===== config.mk =====
export PLATFORM = sky130hd
export DESIGN_NAME = hft_order_gate
export DESIGN_NICKNAME = d
export VERILOG_FILES = /design/src/rtl/hft_order_gate.sv
export SDC_FILE = /design/constraint.sdc
export NUM_CORES = 1
export LEC_CHECK = 0
export CAP_MARGIN = 0
export CORE_MARGIN = 3
export CORE_UTILIZATION = 49
export DETAILED_ROUTE_END_ITERATION = 12
export HOLD_SLACK_MARGIN = 0.06
export PLACE_DENSITY = 0.79
export SYNTH_ARGS = -nofsm -noshare
export SYNTH_HDL_FRONTEND = slang
export SYNTH_SLANG_ARGS = --single-unit

===== constraint.sdc =====
create_clock -name ap_clk -period 10.3 [get_ports ap_clk]
set_input_delay 2.06 -clock ap_clk [delete_from_list [all_inputs] [get_ports ap_clk]]
set_output_delay 2.06 -clock ap_clk [all_outputs]
set_load 0.01 [all_outputs]

===== src/rtl/hft_order_gate.sv =====
// hft_order_gate
//   Order gateway and pre-trade risk stage. Captures each completed trading
//   decision, checks it against quantity, position-exposure and message-rate
//   limits, and presents accepted orders on a valid/ready port. Exchange fills
//   update the signed position, which is fed back to the decision engine.
//
// Ports
//   ap_clk, ap_rst         clock; synchronous active-high reset
//   dec_valid/action/price/qty
//                          one-cycle decision strobe (action 00 hold, 01 buy,
//                          10 sell, 11 reserved) with limit price and quantity
//   ord_valid/ready        order handshake
//   ord_side/price/qty/id  order fields, stable while ord_valid is high
//   fill_valid/side/price/qty
//                          exchange fill strobe, accepted in any cycle
//   current_position       signed two's-complement position
//   last_fill_price/side   most recent fill
//   open_buy_qty/open_sell_qty
//                          quantity sent but not yet filled, per side
//   rej_count, drop_count  saturating risk-rejection / busy-drop counters
module hft_order_gate #(
    parameter int MAX_POS       = 1000,
    parameter int MAX_QTY       = 500,
    parameter int TOKEN_MAX     = 8,
    parameter int REFILL_CYCLES = 1000
) (
    input  logic        ap_clk,
    input  logic        ap_rst,
    input  logic        dec_valid,
    input  logic [1:0]  dec_action,
    input  logic [31:0] dec_price,
    input  logic [31:0] dec_qty,
    output logic        ord_valid,
    input  logic        ord_ready,
    output logic        ord_side,
    output logic [31:0] ord_price,
    output logic [31:0] ord_qty,
    output logic [15:0] ord_id,
    input  logic        fill_valid,
    input  logic        fill_side,
    input  logic [31:0] fill_price,
    input  logic [31:0] fill_qty,
    output logic [31:0] current_position,
    output logic [31:0] last_fill_price,
    output logic        last_fill_side,
    output logic [31:0] open_buy_qty,
    output logic [31:0] open_sell_qty,
    output logic [15:0] rej_count,
    output logic [15:0] drop_count
);

    localparam int TOK_W = $clog2(TOKEN_MAX + 1);
    localparam int REF_W = $clog2(REFILL_CYCLES);

    localparam logic signed [33:0] POS_LIMIT = 34'(MAX_POS);
    localparam logic signed [33:0] NEG_LIMIT = -34'(MAX_POS);

    typedef enum logic [1:0] {
        IDLE  = 2'd0,
        CHECK = 2'd1,
        ISSUE = 2'd2
    } state_t;

    state_t             state;
    state_t             state_next;
    logic               capture;
    logic               reject;
    logic               handshake;
    logic               drop;
    logic               risk_ok;
    logic [TOK_W-1:0]   tokens;
    logic [TOK_W-1:0]   tokens_next;
    logic [REF_W-1:0]   refill_cnt;
    logic               refill;
    logic [31:0]        buy_fill_dec;
    logic [31:0]        sell_fill_dec;
    logic [31:0]        open_buy_next;
    logic [31:0]        open_sell_next;
    logic [31:0]        position_next;
    logic signed [33:0] buy_sum;
    logic signed [33:0] sell_sum;

    // Order port is a pure decode of the state register.
    assign ord_valid = (state == ISSUE);

    // Risk sums widened to 34 bits so position +/- two 32-bit unsigned terms
    // cannot wrap into a false pass.
    assign buy_sum  = $signed({{2{current_position[31]}}, current_position})
                    + $signed({2'b00, open_buy_qty}) + $signed({2'b00, ord_qty});
    assign sell_sum = $signed({{2{current_position[31]}}, current_position})
                    - $signed({2'b00, open_sell_qty}) - $signed({2'b00, ord_qty});

    assign risk_ok = (ord_qty != 32'd0) && (ord_qty <= 32'(MAX_QTY)) && (tokens != '0)
                   && (ord_side ? (sell_sum >= NEG_LIMIT) : (buy_sum <= POS_LIMIT));

    // A busy FSM discards any non-hold decision.
    assign drop = dec_valid && (dec_action != 2'b00) && (state != IDLE);

    // NOTE: non-blocking assignments in clocked blocks so every flop samples
    // the values from before the edge, regardless of statement order.
    always_ff @(posedge ap_clk) begin
        if (ap_rst) state <= IDLE;
        else        state <= state_next;
    end

    // NOTE: every output of this block gets a default first, so no path can
    // leave one unassigned and infer a latch.
    always_comb begin
        state_next = state;
        capture    = 1'b0;
        reject     = 1'b0;
        handshake  = 1'b0;
        case (state)
            IDLE: begin
                if (dec_valid) begin
                    if (dec_action == 2'b01 || dec_action == 2'b10) begin
                        capture    = 1'b1;
                        state_next = CHECK;
                    end else if (dec_action == 2'b11) begin
                        reject = 1'b1;
                    end
                end
            end
            CHECK: begin
                if (risk_ok) begin
                    state_next = ISSUE;
                end else begin
                    reject     = 1'b1;
                    state_next = IDLE;
                end
            end
            ISSUE: begin
                if (ord_ready) begin
                    handshake  = 1'b1;
                    state_next = IDLE;
                end
            end
            default: state_next = IDLE;
        endcase
    end

    // Token bucket and fill/handshake bookkeeping.
    always_comb begin
        int tok_sum;
        refill  = (refill_cnt == REF_W'(REFILL_CYCLES - 1));
        tok_sum = int'(tokens) - int'(handshake) + int'(refill);
        tokens_next = (tok_sum > TOKEN_MAX) ? TOK_W'(TOKEN_MAX) : TOK_W'(tok_sum);

        // Fills retire at most what is open on their side, clamping at zero.
        buy_fill_dec  = 32'd0;
        sell_fill_dec = 32'd0;
        position_next = current_position;
        if (fill_valid) begin
            if (fill_side) begin
                sell_fill_dec = (fill_qty < open_sell_qty) ? fill_qty : open_sell_qty;
                position_next = current_position - fill_qty;
            end else begin
                buy_fill_dec  = (fill_qty < open_buy_qty) ? fill_qty : open_buy_qty;
                position_next = current_position + fill_qty;
            end
        end
        open_buy_next  = open_buy_qty  - buy_fill_dec
                       + ((handshake && !ord_side) ? ord_qty : 32'd0);
        open_sell_next = open_sell_qty - sell_fill_dec
                       + ((handshake && ord_side) ? ord_qty : 32'd0);
    end

    always_ff @(posedge ap_clk) begin
        if (ap_rst) begin
            ord_side         <= 1'b0;
            ord_price        <= 32'd0;
            ord_qty          <= 32'd0;
            ord_id           <= 16'd0;
            current_position <= 32'd0;
            open_buy_qty     <= 32'd0;
            open_sell_qty    <= 32'd0;
            last_fill_price  <= 32'd0;
            last_fill_side   <= 1'b0;
            rej_count        <= 16'd0;
            drop_count       <= 16'd0;
            tokens           <= TOK_W'(TOKEN_MAX);
            refill_cnt       <= '0;
        end else begin
            // ord_* double as the latched decision; they only change in IDLE.
            if (capture) begin
                ord_side  <= dec_action[1];
                ord_price <= dec_price;
                ord_qty   <= dec_qty;
            end
            if (handshake)                      ord_id     <= ord_id + 16'd1;
            if (reject && rej_count != 16'hFFFF) rej_count  <= rej_count + 16'd1;
            if (drop && drop_count != 16'hFFFF)  drop_count <= drop_count + 16'd1;
            if (fill_valid) begin
                last_fill_price <= fill_price;
                last_fill_side  <= fill_side;
            end
            current_position <= position_next;
            open_buy_qty     <= open_buy_next;
            open_sell_qty    <= open_sell_next;
            tokens           <= tokens_next;
            refill_cnt       <= refill ? '0 : refill_cnt + REF_W'(1);
        end
    end

endmodule


# After elaboration in Yosys (flattened, before gate mapping)
# Index checks and enable logic that the tools add are counted.
# op_classes
mul,0
n_mux,25
div_mod_pow,0
bitwise_logic,0
magnitude_cmp,6
reduce_logical,19
n_addsub,16
n_eq_ne,11
n_shift,0
# op_table
op,count
2-to-1 mux 32 bit,9
adder 32 bit,3
subtractor 32 bit,3
< comparator 32 bit,2
"adder 16 x 1 -> 16 bit, second input constant",3
adder 32 x 33 -> 34 bit,1
adder 34 x 33 -> 34 bit,1
"greater-or-equal comparator 34 x 11 -> 1 bit, second input constant",1
"less-or-equal comparator 34 x 11 -> 1 bit, second input constant",1
subtractor 32 x 33 -> 34 bit,1
subtractor 34 x 33 -> 34 bit,1
"less-or-equal comparator 32 x 9 -> 1 bit, second input constant",1
"inequality test 16 bit, second input constant",2
nonzero test 32 bit,1
"adder 10 x 1 -> 10 bit, second input constant",1
"== test 10 bit, second input constant",1
2-to-1 mux 1 bit,10
logical AND 1 bit,9
2-to-1 mux 2 bit,4
adder 5 x 2 -> 6 bit,1
"== test 2 bit, second input constant",3
"greater-than comparator 6 x 5 -> 1 bit, second input constant",1
one-hot mux 2 bit (3 select lines),1
subtractor 4 x 1 -> 5 bit,1
other kinds (11),15
# word_totals
latch_bits,0
romBits,0
memories,0
elab_cells,91
register_bits,258
in_bits,136
out_inout_bits,243
ramBits,0

# Longest topological paths before layout
# depth
depth_word,8
mapped_depth,33
ltp_nobuf,32

# Worst setup path before layout
# Ideal clock, no wire load.
# synth_path
path_kind,input-to-reg
start,in fill_qty[1]
end,reg open_buy_qty[31]
required_time_ps,10172
n_path_buf,1
t_arrival_ps,7963
stages,28
slack_ps,2210
setup_time_ps,128
cell_sequence,ha_1 -> a21o_1 -> a21o_1 -> a21o_1 -> a21o_1 -> a21o_1 -> a211oi_1 -> nor3_1 -> nor3_1 -> clkbuf_1 -> mux2i_1 -> nor2_1 -> fa_1 -> inv_1 -> ha_1 -> a21o_1 -> a21o_1 -> a2111oi_0 -> o21ai_0 -> a211o_1 -> nand2_1 -> o211a_1 -> o21ai_0 -> a21oi_1 -> o311ai_0 -> a21oi_1 -> xnor2_1 -> nor2_1
# synth_between
elab_chain_len,6
# synth_rtl
item,line,source
"start, declared",42,"input logic [31:0] fill_qty,"
< comparator 32 bit,158,buy_fill_dec = (fill_qty < open_buy_qty) ? fill_qty : open_buy_qty;
2-to-1 mux 32 bit *,158,
2-to-1 mux 32 bit *,154,if (fill_side) begin
2-to-1 mux 32 bit *,153,if (fill_valid) begin
subtractor 32 bit *,162,open_buy_next = open_buy_qty - buy_fill_dec
adder 32 bit *,163,+ ((handshake && !ord_side) ? ord_qty : 32'd0);
"end signal, assigned",198,open_buy_qty <= open_buy_next;
"end, declared",46,"output logic [31:0] open_buy_qty,"
# Mark *: on every way between the ends. The rest lies on a longest branch, timed or not.
# A chain may end at the register's enable or synchronous reset.

# Worst setup path in the final report
# layout_path
start,in fill_qty[1]
end,reg open_buy_qty[30]
# The elaborated chain is that of the path after synthesis.

==> out/results.tsv <==
stage	metric	value	unit
power	Max VDD drop	0.1471	mV
detailed_routing	Iteration-0 DRC Markers	1980	
detailed_routing	Post-Route WL	80270	um
cts	post-cts sizing count	0	
finish	Nets	3892	
timing	Pins Over Slew Limit	0	
cts	Hold-fix buffers, CTS	0	
timing	Least-Margin Pin Slew	1.001	ns
finish	most common cell after layout, fill and taps aside	nor2_1	
cts	CTS tree	yes	
min_path	WHS Path Cells	2	
yosys	post-synthesis cell count	3066	
worst_setup_path	Max FO, Critical Path	29	
worst_setup_path	critical path capture point type	register	
power	combinational share of power	71.2	%
timing	Slew headroom	31.56	%
finish	FILL cells	4283	
global_route	vias in the first global route	22670	
yosys	share of the synthesized area in the top cell type	21.43	%
timing	setup TNS	0	ns
detailed_routing	DR vias/cell	5.758	
timing	hold violation total from the final report	0	
placed_design	placed cells	4017	
yosys	syn_nets	3565	
worst_setup_path	CP max stage cell	o41ai_1	
placed_design	GPL Wtd Cong	1.015	
timing	final setup fails	0	
global_route	first-pass GRT wire length	125000	um
yosys	Main synth FF type	dfxtp_1	
worst_setup_path	Worst R2R End	open_buy_qty[30]$_SDFF_PP0_	
worst_setup_path	Crit Path Category	input pin to register	
detailed_routing	first-pass detailed-route iteration total	11	
worst_setup_path	R2R cell count	26	
timing	fin crit period	8.980	ns
detailed_routing	met3 WL	8276	um
worst_setup_path	FF-to-FF setup slack	2.83	ns
detailed_routing	drt drc	0	
floorplan	num rows	80	
min_path	hold endpoint	ord_price[30]$_SDFFE_PP0P_	
status	run status	finished, final reports clean	
power	internal power	0.004457	W
floorplan	Starting Density	50.06	%
floorplan	die height	227.8	um
detailed_routing	WL met1	32590	um
yosys	flops & latches, synth	258	
power	Pwr Density	299.5	nW/um^2
power	Sw Ratio	49.59	%
detailed_routing	ANT nets after route	0	
worst_setup_path	WP data arrival	9.42	ns
worst_setup_path	CP required	10.74	ns
worst_setup_path	CP Launch Type	input pin	
cts	Skew-Pair Late Insertion Delay	0.59	ns
placed_design	hpwl dp	64320	um
finish	design area	29520	sq um
yosys	asr flop ratio synth	0	%
yosys	register area share after synthesis	21.43	%
worst_setup_path	Buf/Inv on CP	2	
yosys	Synth area leaders	dfxtp_1, ha_1, fa_1	
cts	CTS H-tree depth	1	
timing	fmax	0.1114	GHz
cts	CTS clk-pin slew, worst paths	0.06	ns
yosys	synth unique cells	85	
detailed_routing	via count	23470	
yosys	Avg Inst Size Synth	7.862	sq um
cts	CTS sink count	258	
min_path	worst hold path type	register to register	
detailed_routing	Avg WL per Cell	19.69	um
cts	Root Driver	clkbuf_16	
global_route	gr ovfl total	0	
yosys	Post-synth EDFFs	0	
finish	most frequent cells in the layout	nor2_1, clkdlybuf4s50_1, nand2_1	
worst_setup_path	Critical Path Max Stage Delay	0.87	ns
cts	clock buffer depth	3	
cts	TritonCTS buffer count	30	
job	Max Cap Violations	0	
floorplan	io pins	379	
power	clock group share of total power	12.2	%
timing	RSZ-0062 raised after global routing	false	
detailed_routing	WL met2	35760	um
yosys	mapped cell area	24100	sq um
placed_design	input/output buffers	378	
timing	Clock Skew	0.01346	ns
worst_setup_path	CP top delay family	compound AO/OA/AOI/OAI gates	
detailed_routing	Max Used Layer	met5	
global_route	antenna violations before repair	8	
finish	share of post-route cells with drive strength above 1	3.981	%
finish	Area Growth Syn to Fin	22.47	%
global_route	largest net degree at the start of global routing	124	
power	Sw Pwr	0.004384	W
finish	final non-filler cell total	4077	
placed_design	area post-placement	28520	sq um
cts	Setup Buffers After CTS	0	
floorplan	Core Box Area	48150	sq um
worst_setup_path	r2r startpoint	open_buy_qty[1]$_SDFF_PP0_	
yosys	Syn. warnings	0	
power	sequential share of power	16.6	%
timing	fin crit share	87.19	%
min_path	HP Start	ord_price[30]$_SDFFE_PP0P_	
floorplan	Die W	227.8	um
yosys	area leader, netlist	dfxtp_1	
floorplan	Die ar.	51890	sq um
worst_setup_path	Most Frequent Cell on Critical Path	a21o_1	
global_route	All-Layer GR Usage	29.89	%
power	Lkg Pwr	12.55	nW
==> state kept, by name, indices dropped and copies added (netlist names) <==
| register | cells |
|---|---|
| current_position | 32 |
| last_fill_price | 32 |
| open_buy_qty | 32 |
| open_sell_qty | 32 |
| ord_price | 32 |
| ord_qty | 32 |
| drop_count | 16 |
| ord_id | 16 |
| rej_count | 16 |
| refill_cnt | 10 |
| tokens | 4 |
| state | 2 |
| last_fill_side | 1 |
| ord_side | 1 |
==> power groups by stage <==
stage,clock [W],combinational (W),sequential [W]
global route,0.00113,0.00699,0.00148
floorplan,0,0.00452,0.00142
finish,0.00108,0.00630,0.00146
global placement,0,0.00611,0.00147
detailed placement,0,0.00613,0.00148
CTS,0.00110,0.00618,0.00146
==> synthesized netlist by cell type, drive strengths merged, types with 7 or more instances <==
| master | instances |
|---|---|
| nand2b | 30 |
| o21bai | 15 |
| dfxtp | 258 |
| a21boi | 7 |
| a211o | 9 |
| a31oi | 35 |
| a22oi | 9 |
| o21ai | 116 |
| mux2 | 9 |
| nor2b | 48 |
| o211ai | 18 |
| or2 | 16 |
| nand4 | 45 |
| and2 | 30 |
| buf | 16 |
| or3 | 9 |
| a21o | 79 |
| nand3 | 63 |
| mux2i | 97 |
| nor3b | 11 |
| nor2 | 378 |
| a21oi | 263 |
| nand2 | 320 |
| nor4 | 24 |
| xnor2 | 114 |
| inv | 277 |
| and3 | 28 |
| xor2 | 60 |
| o21a | 27 |
| a211oi | 32 |
| a2111oi | 7 |
| fa | 128 |
| nor3 | 54 |
| a31o | 7 |
| o2111ai | 10 |
| o31ai | 9 |
| ha | 235 |
| o311ai | 8 |
| clkbuf | 100 |
==> final cells by class <==
| type | count | area, sq um | area share (%) |
|---|---|---|---|
| Tap cell | 656 | 820.8 | 2.780 |
| Inverter | 277 | 1040 | 3.522 |
| Sequential cell | 258 | 5165 | 17.50 |
| Clock buffer | 39 | 824.5 | 2.793 |
| Antenna cell | 5 | 12.51 | 0.04238 |
| Multi-Input combinational cell | 2415 | 17460 | 59.16 |
| Clock inverter | 16 | 161.4 | 0.5468 |
| Timing Repair Buffer | 411 | 4033 | 13.66 |
==> tightest hold or removal path, stage by stage, from the launching register on <==
cell     delay [ns]
dfxtp_1        0.30
nand2_1        0.05
a21oi_1        0.05
==> stage by stage <==
step	worst slack, ns	hold WS, ns	power (W)	utilization (%)
after floorplan	2.210	0.4130	0.005948	-
after global placement	1.015	0.4252	0.007582	59.24
after detailed placement	0.9698	0.4469	0.007608	59.24
after CTS	1.477	0.4525	0.008743	61.29
after global routing	0.9156	0.4716	0.009599	61.30
final	1.320	0.4521	0.008841	61.32
==> routing by layer <==
metal	GRT usage (%)	vias to the layer above
met5	0	-
met4	12.35	6
met3	7.310	190
met2	48.01	1008
met1	38.53	11050
li1	-	11230
==> how the worst max path moves through the flow <==
stage / cells past startpoint / from / endpoint
global placement: 26 / fill_qty[1] / open_buy_qty[30]$_SDFF_PP0_
detailed placement: 26 / fill_qty[1] / open_buy_qty[30]$_SDFF_PP0_
global route: 28 / fill_qty[18] / open_buy_qty[30]$_SDFF_PP0_
finish: 26 / fill_qty[1] / open_buy_qty[30]$_SDFF_PP0_
floorplan: 28 / fill_qty[1] / open_buy_qty[31]$_SDFF_PP0_
CTS: 26 / fill_qty[1] / open_buy_qty[30]$_SDFF_PP0_
==> cell families (layout without fill, tap and decap cells) <==
| family | count (synthesis) | count (layout) | share of synthesized area, % |
|---|---|---|---|
| xor+xnor | 174 | 174 | 6.322 |
| simple gates | 1078 | 1078 | 20.45 |
| compound gates | 694 | 694 | 18.29 |
| flops | 258 | 258 | 21.43 |
| mux | 106 | 106 | 4.464 |
| buf+inv | 393 | 743 | 6.219 |
| other cells | 0 | 5 | 0 |
| fa+ha+maj | 363 | 363 | 22.83 |
Note: power is estimated with default switching activity, not from simulation.
